## src/rtl/load_mem_ctrl.sv

```systemverilog
// Load memory controller: pops one load, reads the dcache, broadcasts the result on the CDB.
// Latency: 1 cycle pop + N dcache cycles + >=1 BCAST cycle; one load in flight at a time.
// Backpressure: holds dmem_read until dmem_resp, holds cdb_req/data/tag until cdb_grant.
module load_mem_ctrl #(
    parameter int data_width = 16,
    parameter int tag_width  = 4
) (
    input  logic                  clk,
    input  logic                  reset_n,
    input  logic                  flush,
    input  logic                  lb_valid,
    input  logic [data_width-1:0] lb_addr,
    input  logic [tag_width-1:0]  lb_dest,
    input  logic                  lb_byte,
    output logic                  lb_RE,
    output logic                  dmem_read,
    output logic [data_width-1:0] dmem_address,
    input  logic [data_width-1:0] dmem_rdata,
    input  logic                  dmem_resp,
    output logic                  cdb_req,
    input  logic                  cdb_grant,
    output logic [data_width-1:0] cdb_data,
    output logic [tag_width-1:0]  cdb_tag,
    output logic                  busy
);

    typedef enum logic [1:0] {IDLE, MEM, BCAST, DRAIN} state_t;

    state_t                state, state_nxt;
    logic [data_width-1:0] addr_r, data_r;
    logic [tag_width-1:0]  tag_r;
    logic                  byte_r;
    logic                  load_en, data_en;
    logic [7:0]            sel_byte;
    logic [data_width-1:0] load_data;

    assign sel_byte  = addr_r[0] ? dmem_rdata[15:8] : dmem_rdata[7:0];
    assign load_data = byte_r ? {{(data_width-8){1'b0}}, sel_byte} : dmem_rdata;

    always_comb begin
        state_nxt = state;
        lb_RE     = 1'b0;
        load_en   = 1'b0;
        data_en   = 1'b0;
        case (state)
            IDLE: begin
                if (lb_valid && !flush) begin
                    // gated by reset so the pop strobe is quiet while reset is held
                    lb_RE     = reset_n;
                    load_en   = 1'b1;
                    state_nxt = MEM;
                end
            end
            MEM: begin
                if (flush) begin
                    state_nxt = dmem_resp ? IDLE : DRAIN;
                end else if (dmem_resp) begin
                    data_en   = 1'b1;
                    state_nxt = BCAST;
                end
            end
            BCAST: begin
                if (cdb_grant || flush) state_nxt = IDLE;
            end
            DRAIN: begin
                if (dmem_resp) state_nxt = IDLE;
            end
            default: state_nxt = IDLE;
        endcase
    end

    always_ff @(posedge clk or negedge reset_n) begin
        if (!reset_n) state <= IDLE;
        else          state <= state_nxt;
    end

    always_ff @(posedge clk or negedge reset_n) begin
        if (!reset_n) begin
            addr_r <= '0;
            tag_r  <= '0;
            byte_r <= 1'b0;
        end else if (load_en) begin
            addr_r <= lb_addr;
            tag_r  <= lb_dest;
            byte_r <= lb_byte;
        end
    end

    always_ff @(posedge clk or negedge reset_n) begin
        if (!reset_n)     data_r <= '0;
        else if (data_en) data_r <= load_data;
    end

    // DRAIN keeps the read asserted: the dcache transaction cannot be cancelled
    assign dmem_read    = (state == MEM) || (state == DRAIN);
    assign dmem_address = {addr_r[data_width-1:1], 1'b0};
    assign cdb_req      = (state == BCAST);
    assign cdb_data     = data_r;
    assign cdb_tag      = tag_r;
    assign busy         = (state != IDLE);

endmodule

```

## config.mk

```make
export PLATFORM = sky130hd
export DESIGN_NAME = load_mem_ctrl
export DESIGN_NICKNAME = d
export VERILOG_FILES = /design/src/rtl/load_mem_ctrl.sv
export SDC_FILE = /design/constraint.sdc
export NUM_CORES = 1
export LEC_CHECK = 0
export BUFFER_PORTS_ARGS = -buffer_cell sky130_fd_sc_hd__buf_2
export CORE_MARGIN = 1.5
export CORE_UTILIZATION = 28
export DETAILED_ROUTE_END_ITERATION = 8
export GPL_ROUTABILITY_DRIVEN = 0
export GPL_TIMING_DRIVEN = 0
export MAX_ROUTING_LAYER = met4
export PLACE_DENSITY = 0.58
export SLEW_MARGIN = 20
export SYNTH_ARGS = -nofsm -noshare
export SYNTH_HDL_FRONTEND = slang
export SYNTH_SLANG_ARGS = --single-unit
export TNS_END_PERCENT = 100
```

## constraint.sdc

```tcl
create_clock -name clk -period 1.39 [get_ports clk]
set_input_delay 0.2085 -clock clk [delete_from_list [all_inputs] [get_ports clk]]
set_output_delay 0.2085 -clock clk [all_outputs]
set_load 0.02 [all_outputs]
```

Word-level counts from Yosys, hierarchy flattened
Cells that the tools add are included.

cells by class
  eq/ne operators = 7
  multipliers = 0
  reduce and logical (&&, ||, !) cells = 7
  divide/modulo/power cells = 0
  add/subtract/negate cells = 0
  order comparisons = 0
  mux-type cells = 16
  bitwise gates (word level) = 0
  shift operators = 0

operators by type and width
  kind                                                                     count
  16-bit 2-to-1 mux                                                        1
  2-bit 2-to-1 mux                                                         6
  8-bit 2-to-1 mux                                                         1
  2-bit case mux with 4 select lines                                       1
  1-bit 2-to-1 mux                                                         7
  2-bit == test, second input constant                                     2
  2-bit inequality test, second input constant                             2
  4-bit AND reduction                                                      1
  3-bit inequality test, second input constant                             1
  2-bit by 1-bit == test with 1-bit output, second input constant          1
  2-bit logical NOT                                                        1
  1-bit logical OR                                                         2
  2-bit by 1-bit inequality test with 1-bit output, second input constant  1
  2-bit nonzero test                                                       1
  1-bit logical AND                                                        1
  1-bit logical NOT                                                        1

word-level totals
  latch bits = 0
  logic and storage cells = 35
  bits in registers = 39
  memories = 0
  input port bits = 43
  bits in read-only memories = 0
  output and inout port bits = 40
  bits in writable memories = 0

Longest topological paths before layout
Gate-level depths: netlist of run 1.

  word-level depth = 4
  mapped depth = 5

Least setup slack after synthesis of run 1
OpenSTA, ideal clock, no wires.

  path type = reg2reg
  start point = reg state[0]
  end point = reg addr_r[0]
  setup slack = -113 ps
  required time = 1265 ps
  clock period less this slack = 1503 ps
  cell stages (with the launch flop) = 5
  arrival time = 1378 ps
  cells stage by stage = dfrtp_1 buf_6 nor4b_4 buf_6 mux2_2

between the ends
  word-level cells in the longest chain between the ends = 2

RTL lines
  element                 RTL line  RTL
  start, declared         29        state_t state, state_nxt;
  start signal, assigned  74        else state <= state_nxt;
  2-bit logical NOT       45        case (state)
  1-bit 2-to-1 mux        45
  end signal, assigned    83        addr_r <= lb_addr;
  end, declared           30        logic [data_width-1:0] addr_r, data_r;

Every way passes these cells.
A chain may end at the register's enable or synchronous reset.

Final worst setup path of run 1
  start point = reg state[0]
  end point = out lb_RE

between the ends
  word-level cells in the longest chain between the ends = 2

RTL lines
  element            RTL line  RTL
  2-bit logical NOT  45
  1-bit 2-to-1 mux   45
  end, declared      15        output logic lb_RE,

Every way passes these cells.

==> results of run 1 <==
==> through the flow <==
stage               hold WS [ns]  worst slack, ns  TNS (ns)  area [sq um]  instances
finish                   -0.0774           -0.222     -2.09          2650        318
global placement           0.395           -0.281     -6.52          2280        302
CTS                       0.0870           -0.295     -5.31          2630        321
global route             -0.0263           -0.274     -3.17          2650        318
floorplan                -0.0871          -0.0818     -1.47          1780        146
detailed placement         0.404           -0.300     -7.33          2280        302
==> placed cells by master (no fill, tap or decap), drive strengths merged <==
master,n
clkbuf,10
inv,1
a21o,2
a22o,1
buf,109
conb,1
nand2b,8
or2,1
nand4bb,1
and2,1
and2b,1
bufinv,2
nand2,17
o21ai,16
nor2,1
nor3,1
nor4b,1
dfrtp,39
mux2,22
mux2i,8
==> registers in the layout, summed over array words and instances, names as in the netlist <==
register and count:
state 2, cdb_data 16, byte_r 1, cdb_tag 4, addr_r 16
==> power groups by stage <==
| stage | Sequential, mW | Combinational, mW | Clock [mW] |
|---|---|---|---|
| 2_1_floorplan | 2.05 | 0.980 | 0 |
| 3_3_place_gp | 1.76 | 1.85 | 0 |
| 3_5_place_dp | 1.77 | 1.88 | 0 |
| 4_1_cts | 1.79 | 2.03 | 1.16 |
| 5_1_grt | 1.86 | 2.22 | 1.21 |
| 6_report | 1.80 | 2.05 | 1.11 |
==> worst max path at each step <==
stage	start	end	slack [ns]
2_1_floorplan	state[1]	addr_r[0]	-0.08
6_report	state[0]	lb_RE	-0.22
3_5_place_dp	state[1]	lb_RE	-0.30
5_1_grt	state[0]	lb_RE	-0.27
4_1_cts	state[0]	lb_RE	-0.30
3_3_place_gp	state[1]	lb_RE	-0.28
==> layout make-up <==
type / count / area [sq um]
tap: 75 / 93.8
multi-input combinational: 82 / 709
buffer: 21 / 178
clock inverter: 2 / 60.1
sequential: 39 / 977
clock buffer: 6 / 72.6
fill: 599 / 3380
inverter: 1 / 3.75
timing repair buffer: 92 / 556
==> kinds of logic (layout without fill, tap and decap cells) <==
family / Yosys count / after routing / share of synthesized area
flops: 39 / 39 / 0.549
compound gates: 19 / 19 / 0.0606
simple gates: 32 / 32 / 0.101
other cells: 1 / 1 / 0.00211
mux: 30 / 30 / 0.185
buf+inv: 25 / 122 / 0.103
==> worst register-to-register path, stage by stage, from the launching register on <==
cell and delay, ns:
dfrtp_1 0.42, nor4b_4 0.32, buf_6 0.14, buf_4 0.11, buf_12 0.13, mux2_4 0.30
==> metal layers <==
layer	up-vias	share of wire
met5	-	0
met4	0	0.012
met3	5	0.063
met2	47	0.49
met1	660	0.43
li1	661	-
==> timing repair <==
action / CTS / global route
endpoints found under the hold margin: 0 / 39
resized for setup: 40 / 18
pin swaps: 2 / 1
setup buffers: 11 / 2
cloned: 1 / 0
setup endpoints to repair: 40 / 38
==> impl_metrics.env, run 1 <==
export IMPL_status="finished with violations"
export IMPL_violations="hold timing, setup timing"
export IMPL_seqPwrFrac=0.363
export IMPL_cp_cell_sequence="nor4b_4 > buf_6 > and2_4 > buf_6"
export IMPL_finalSetupViolCount=25
export IMPL_gr_usage_met2=0.223
export IMPL_rr_startpoint="state[0]"
export IMPL_r2r_slack_ns=-0.14
export IMPL_tightest_slew_ns=0.551
export IMPL_diodes=0
export IMPL_cp_required_ns=1.18
export IMPL_fin_skew_ns=0.00820
export IMPL_ios=83
export IMPL_netlist_top_cells_count="dfrtp_1 (39), mux2_2 (21), nand2_1 (17)"
export IMPL_slew_headroom=0.633
export IMPL_crit_top_cell="buf_6"
export IMPL_ys_warn_count=0
export IMPL_grt_util_met3=0.0396
export IMPL_vias=1373
export IMPL_critPathSlowestCell="dfrtp_1"
export IMPL_power_mw=4.95
export IMPL_die_area_sq_um=6830
export IMPL_yosysMostFrequentCell="dfrtp_1"
export IMPL_clk_pin_slew_ns=0.07
export IMPL_synth_area_sq_um=1780
export IMPL_drive_above_1_share=0.626
export IMPL_synth_nets=189
export IMPL_cts_root_buf="clkbuf_8"
export IMPL_utilization=0.440
export IMPL_clock_latency_ns=0.29
export IMPL_cts_tree="built"
export IMPL_dr_pass1_iters=4
export IMPL_synth_distinct_cells=22
export IMPL_syn2layout_area_growth_pct=49.2
export IMPL_hp_class="in -> async"
export IMPL_dpl_hpwl_mm=2.72
export IMPL_netlist_instances=146
export IMPL_drc_errors=0
export IMPL_syn_mean_instance_area_sq_um=12.2
export IMPL_powerDensity_nw_per_um2=1870
export IMPL_p_comb_frac=0.413
export IMPL_rsz0062_at_grt="yes"
export IMPL_worstSetupStartpointType="register"
export IMPL_ant_nets=0
export IMPL_routed_wirelength_mm=4.08
export IMPL_worstPathArrival_ns=1.40
export IMPL_ys_ff_latch=39
export IMPL_fin_ws_ns=-0.222
export IMPL_postSynth_asyncResetShare=1.00
export IMPL_start_util=0.295
export IMPL_use_met1=0.150
export IMPL_hold_buffers=0
export IMPL_wl_per_cell_um=12.8
export IMPL_antenna_found_initial=0
export IMPL_leakage_nw=1.42
export IMPL_yosysSeqAreaShare=0.549
export IMPL_path_class="reg -> out"
export IMPL_regToRegEndpoint="addr_r[13]"
export IMPL_slew_violations=0
export IMPL_period_share=1.16
export IMPL_internal_power_mw=3.30
export IMPL_rows=28
export IMPL_critPathTopFamily="simple AND/OR/NAND/NOR gates"
export IMPL_r2r_cells=5
export IMPL_fmax_mhz=621
export IMPL_max_stage_delay_ns=0.42
export IMPL_p_switching_mw=1.66
export IMPL_cts_buffers=5
export IMPL_die_w_um=82.7
export IMPL_portBuffers=81
export IMPL_via_per_inst=4.32
export IMPL_cts_buffer_depth=2
export IMPL_die_height_um=82.7
export IMPL_htree_levels=2
export IMPL_crit_fanout=2
export IMPL_grt_pass1_wl_mm=6.49
export IMPL_netlist_area_leader_share=0.549
export IMPL_max_cap_violations=0
export IMPL_synth_area_top_cells="dfrtp_1 (55%), mux2_2 (13%), buf_4 (6.8%), mux2i_1 (4.5%), o21ai_0 (4.5%)"
export IMPL_hold_violations=39
export IMPL_grt_ovfl_total=0
export IMPL_min_period_ns=1.61
export IMPL_whs_ns=-0.0774
export IMPL_core_sq_um=6030
export IMPL_clkSinkCount=39
export IMPL_grt_pass1_vias=1402
export IMPL_grt_busiest_layer="met2"
export IMPL_layout_nets=285
export IMPL_first_iter_violations=52
export IMPL_synth_top_area_cell="dfrtp_1"
export IMPL_swShare=0.334
export IMPL_path_depth=4
export IMPL_synth_ff_type="dfrtp_1"
export IMPL_grt_use_total=0.132
export IMPL_end_kind="primary output"
export IMPL_clkPwrFrac=0.224
export IMPL_synth_edf_count=0
export IMPL_grt_max_degree=41
export IMPL_ir_drop_v=0.000707
export IMPL_crit_buf_inv=2
Power figures use the tool's default switching activity.
==> run 2: changes to the inputs <==
--- a/config.mk
+++ b/config.mk
@@ -6,6 +6,7 @@
 export NUM_CORES = 1
 export LEC_CHECK = 0
 export BUFFER_PORTS_ARGS = -buffer_cell sky130_fd_sc_hd__buf_2
+export CORE_ASPECT_RATIO = 1.1
 export CORE_MARGIN = 1.5
 export CORE_UTILIZATION = 28
 export DETAILED_ROUTE_END_ITERATION = 8
==> impl_metrics.env, run 2 (synthesis gave the netlist of run 1 again) <==
export IMPL_status="finished with violations"
export IMPL_violations="hold timing, setup timing"
export IMPL_grt_pass1_wl_mm=6.69
export IMPL_post_dp_cell_area_sq_um=2290
export IMPL_cts_root_buf="clkbuf_8"
export IMPL_wl_met1_mm=1.89
export IMPL_worstPathArrival_ns=1.47
export IMPL_final_common_cell="buf_2"
export IMPL_leakage_nw=1.36
export IMPL_die_height_um=86.5
export IMPL_end_kind="primary output"
export IMPL_cts_buffers=5
export IMPL_r2r_slack_ns=-0.18
export IMPL_slew_violations=0
export IMPL_clkSinkCount=39
export IMPL_hold_violations=39
export IMPL_fmax_mhz=597
export IMPL_path_class="reg -> out"
export IMPL_clock_latency_ns=0.29
export IMPL_cp_cell_sequence="nor4b_4 > buf_6 > and2_4 > buf_6"
export IMPL_drive_above_1_share=0.619
export IMPL_max_cap_violations=0
export IMPL_cts_tree="built"
export IMPL_ant_nets=0
export IMPL_power_mw=4.58
export IMPL_crit_fanout=2
export IMPL_worstSetupStartpointType="register"
export IMPL_first_iter_violations=25
export IMPL_core_sq_um=6160
export IMPL_diodes=0
export IMPL_via_per_inst=4.21
export IMPL_whs_ns=-0.0707
export IMPL_clk_pin_slew_ns=0.07
export IMPL_tightest_slew_ns=0.562
export IMPL_start_util=0.289
export IMPL_grt_ovfl_total=0
export IMPL_wl_per_cell_um=12.7
export IMPL_highest_layer="met4"
export IMPL_hp_class="in -> async"
export IMPL_rsz0062_at_grt="yes"
export IMPL_cp_required_ns=1.18
export IMPL_crit_buf_inv=2
export IMPL_critPathTopFamily="simple AND/OR/NAND/NOR gates"
export IMPL_die_area_sq_um=6830
export IMPL_grt_use_total=0.133
export IMPL_most_common_layout_cells="buf_2 (76), dfrtp_1 (36), buf_4 (22)"
export IMPL_met3_length_um=271
export IMPL_wl_met2_mm=1.85
export IMPL_period_share=1.21
export IMPL_syn2layout_area_growth_pct=43.8
export IMPL_ios=83
export IMPL_final_area_sq_um=2550
export IMPL_portBuffers=81
export IMPL_dpl_hpwl_mm=2.74
export IMPL_slew_headroom=0.625
export IMPL_hold_buffers=0
export IMPL_cts_buffer_depth=2
export IMPL_vias=1343
export IMPL_drc_errors=0
export IMPL_ir_drop_v=0.000533
export IMPL_critPathSlowestCell="dfrtp_2"
export IMPL_fin_skew_ns=0.00434
export IMPL_finalSetupViolCount=24
export IMPL_antenna_found_initial=0
export IMPL_dpl_worst_slack_ns=-0.296
export IMPL_die_w_um=79.0
export IMPL_min_period_ns=1.68
export IMPL_htree_levels=2
export IMPL_crit_top_cell="buf_6"
export IMPL_powerDensity_nw_per_um2=1790
export IMPL_grt_pass1_vias=1389
export IMPL_layout_nets=281
export IMPL_dr_pass1_iters=2
export IMPL_grt_max_degree=41
export IMPL_rows=30
export IMPL_fin_ws_ns=-0.286
export IMPL_routed_wirelength_mm=4.04
export IMPL_max_stage_delay_ns=0.42
-- run 2: final timing paths --
check                            start           to  depth (start not counted)
setup / recovery              state[1]        lb_RE                          4
hold / removal                 reset_n    addr_r[9]                          1
setup reg to reg              state[1]       byte_r                          4
hold reg to reg            cdb_data[5]  cdb_data[5]                          2
max in group asynchronous      reset_n     state[1]                          1
min in group clk           lb_addr[14]   addr_r[14]                          2
-- run 2: area by class of cell --
cell class	instances	area [sq um]
fill	640	3600
sequential	39	980
multi-input combinational	82	692
timing repair buffer	88	505
buffer	21	174
clock buffer	8	100
tap	80	100
inverter	1	3.75
-- run 2: timing repair --
| action | 4_1_cts | 5_1_grt |
|---|---|---|
| hold endpoints to repair | 0 | 39 |
| buffers inserted | 6 | 2 |
| cloned | 1 | 0 |
| gates resized for setup | 31 | 15 |
| setup endpoints to repair | 40 | 42 |
| pin swaps | 1 | 1 |
-- run 2: per-stage QoR --
stage / TNS (ns) / hold slack, ns / cells / util
3_5_place_dp: -7.00 / 0.397 / 307 / 0.372
2_1_floorplan: -1.47 / -0.0871 / 146 / -
4_1_cts: -5.39 / 0.0866 / 321 / 0.416
5_1_grt: -4.44 / -0.0258 / 319 / 0.415
6_report: -3.61 / -0.0707 / 319 / 0.415
3_3_place_gp: -6.74 / 0.396 / 307 / 0.372
-- run 2: per-layer routing --
layer  vias to the layer above  track usage
li1                        653            -
met1                       634        0.166
met2                        52        0.206
met3                         4       0.0400
met4                         0       0.0431
met5                         -            -
-- run 2: report_power, final --
group	internal, mW	switching, mW
clock network	0.453	0.377
registers	1.55	0.232
logic	0.968	1.00
total	2.97	1.61
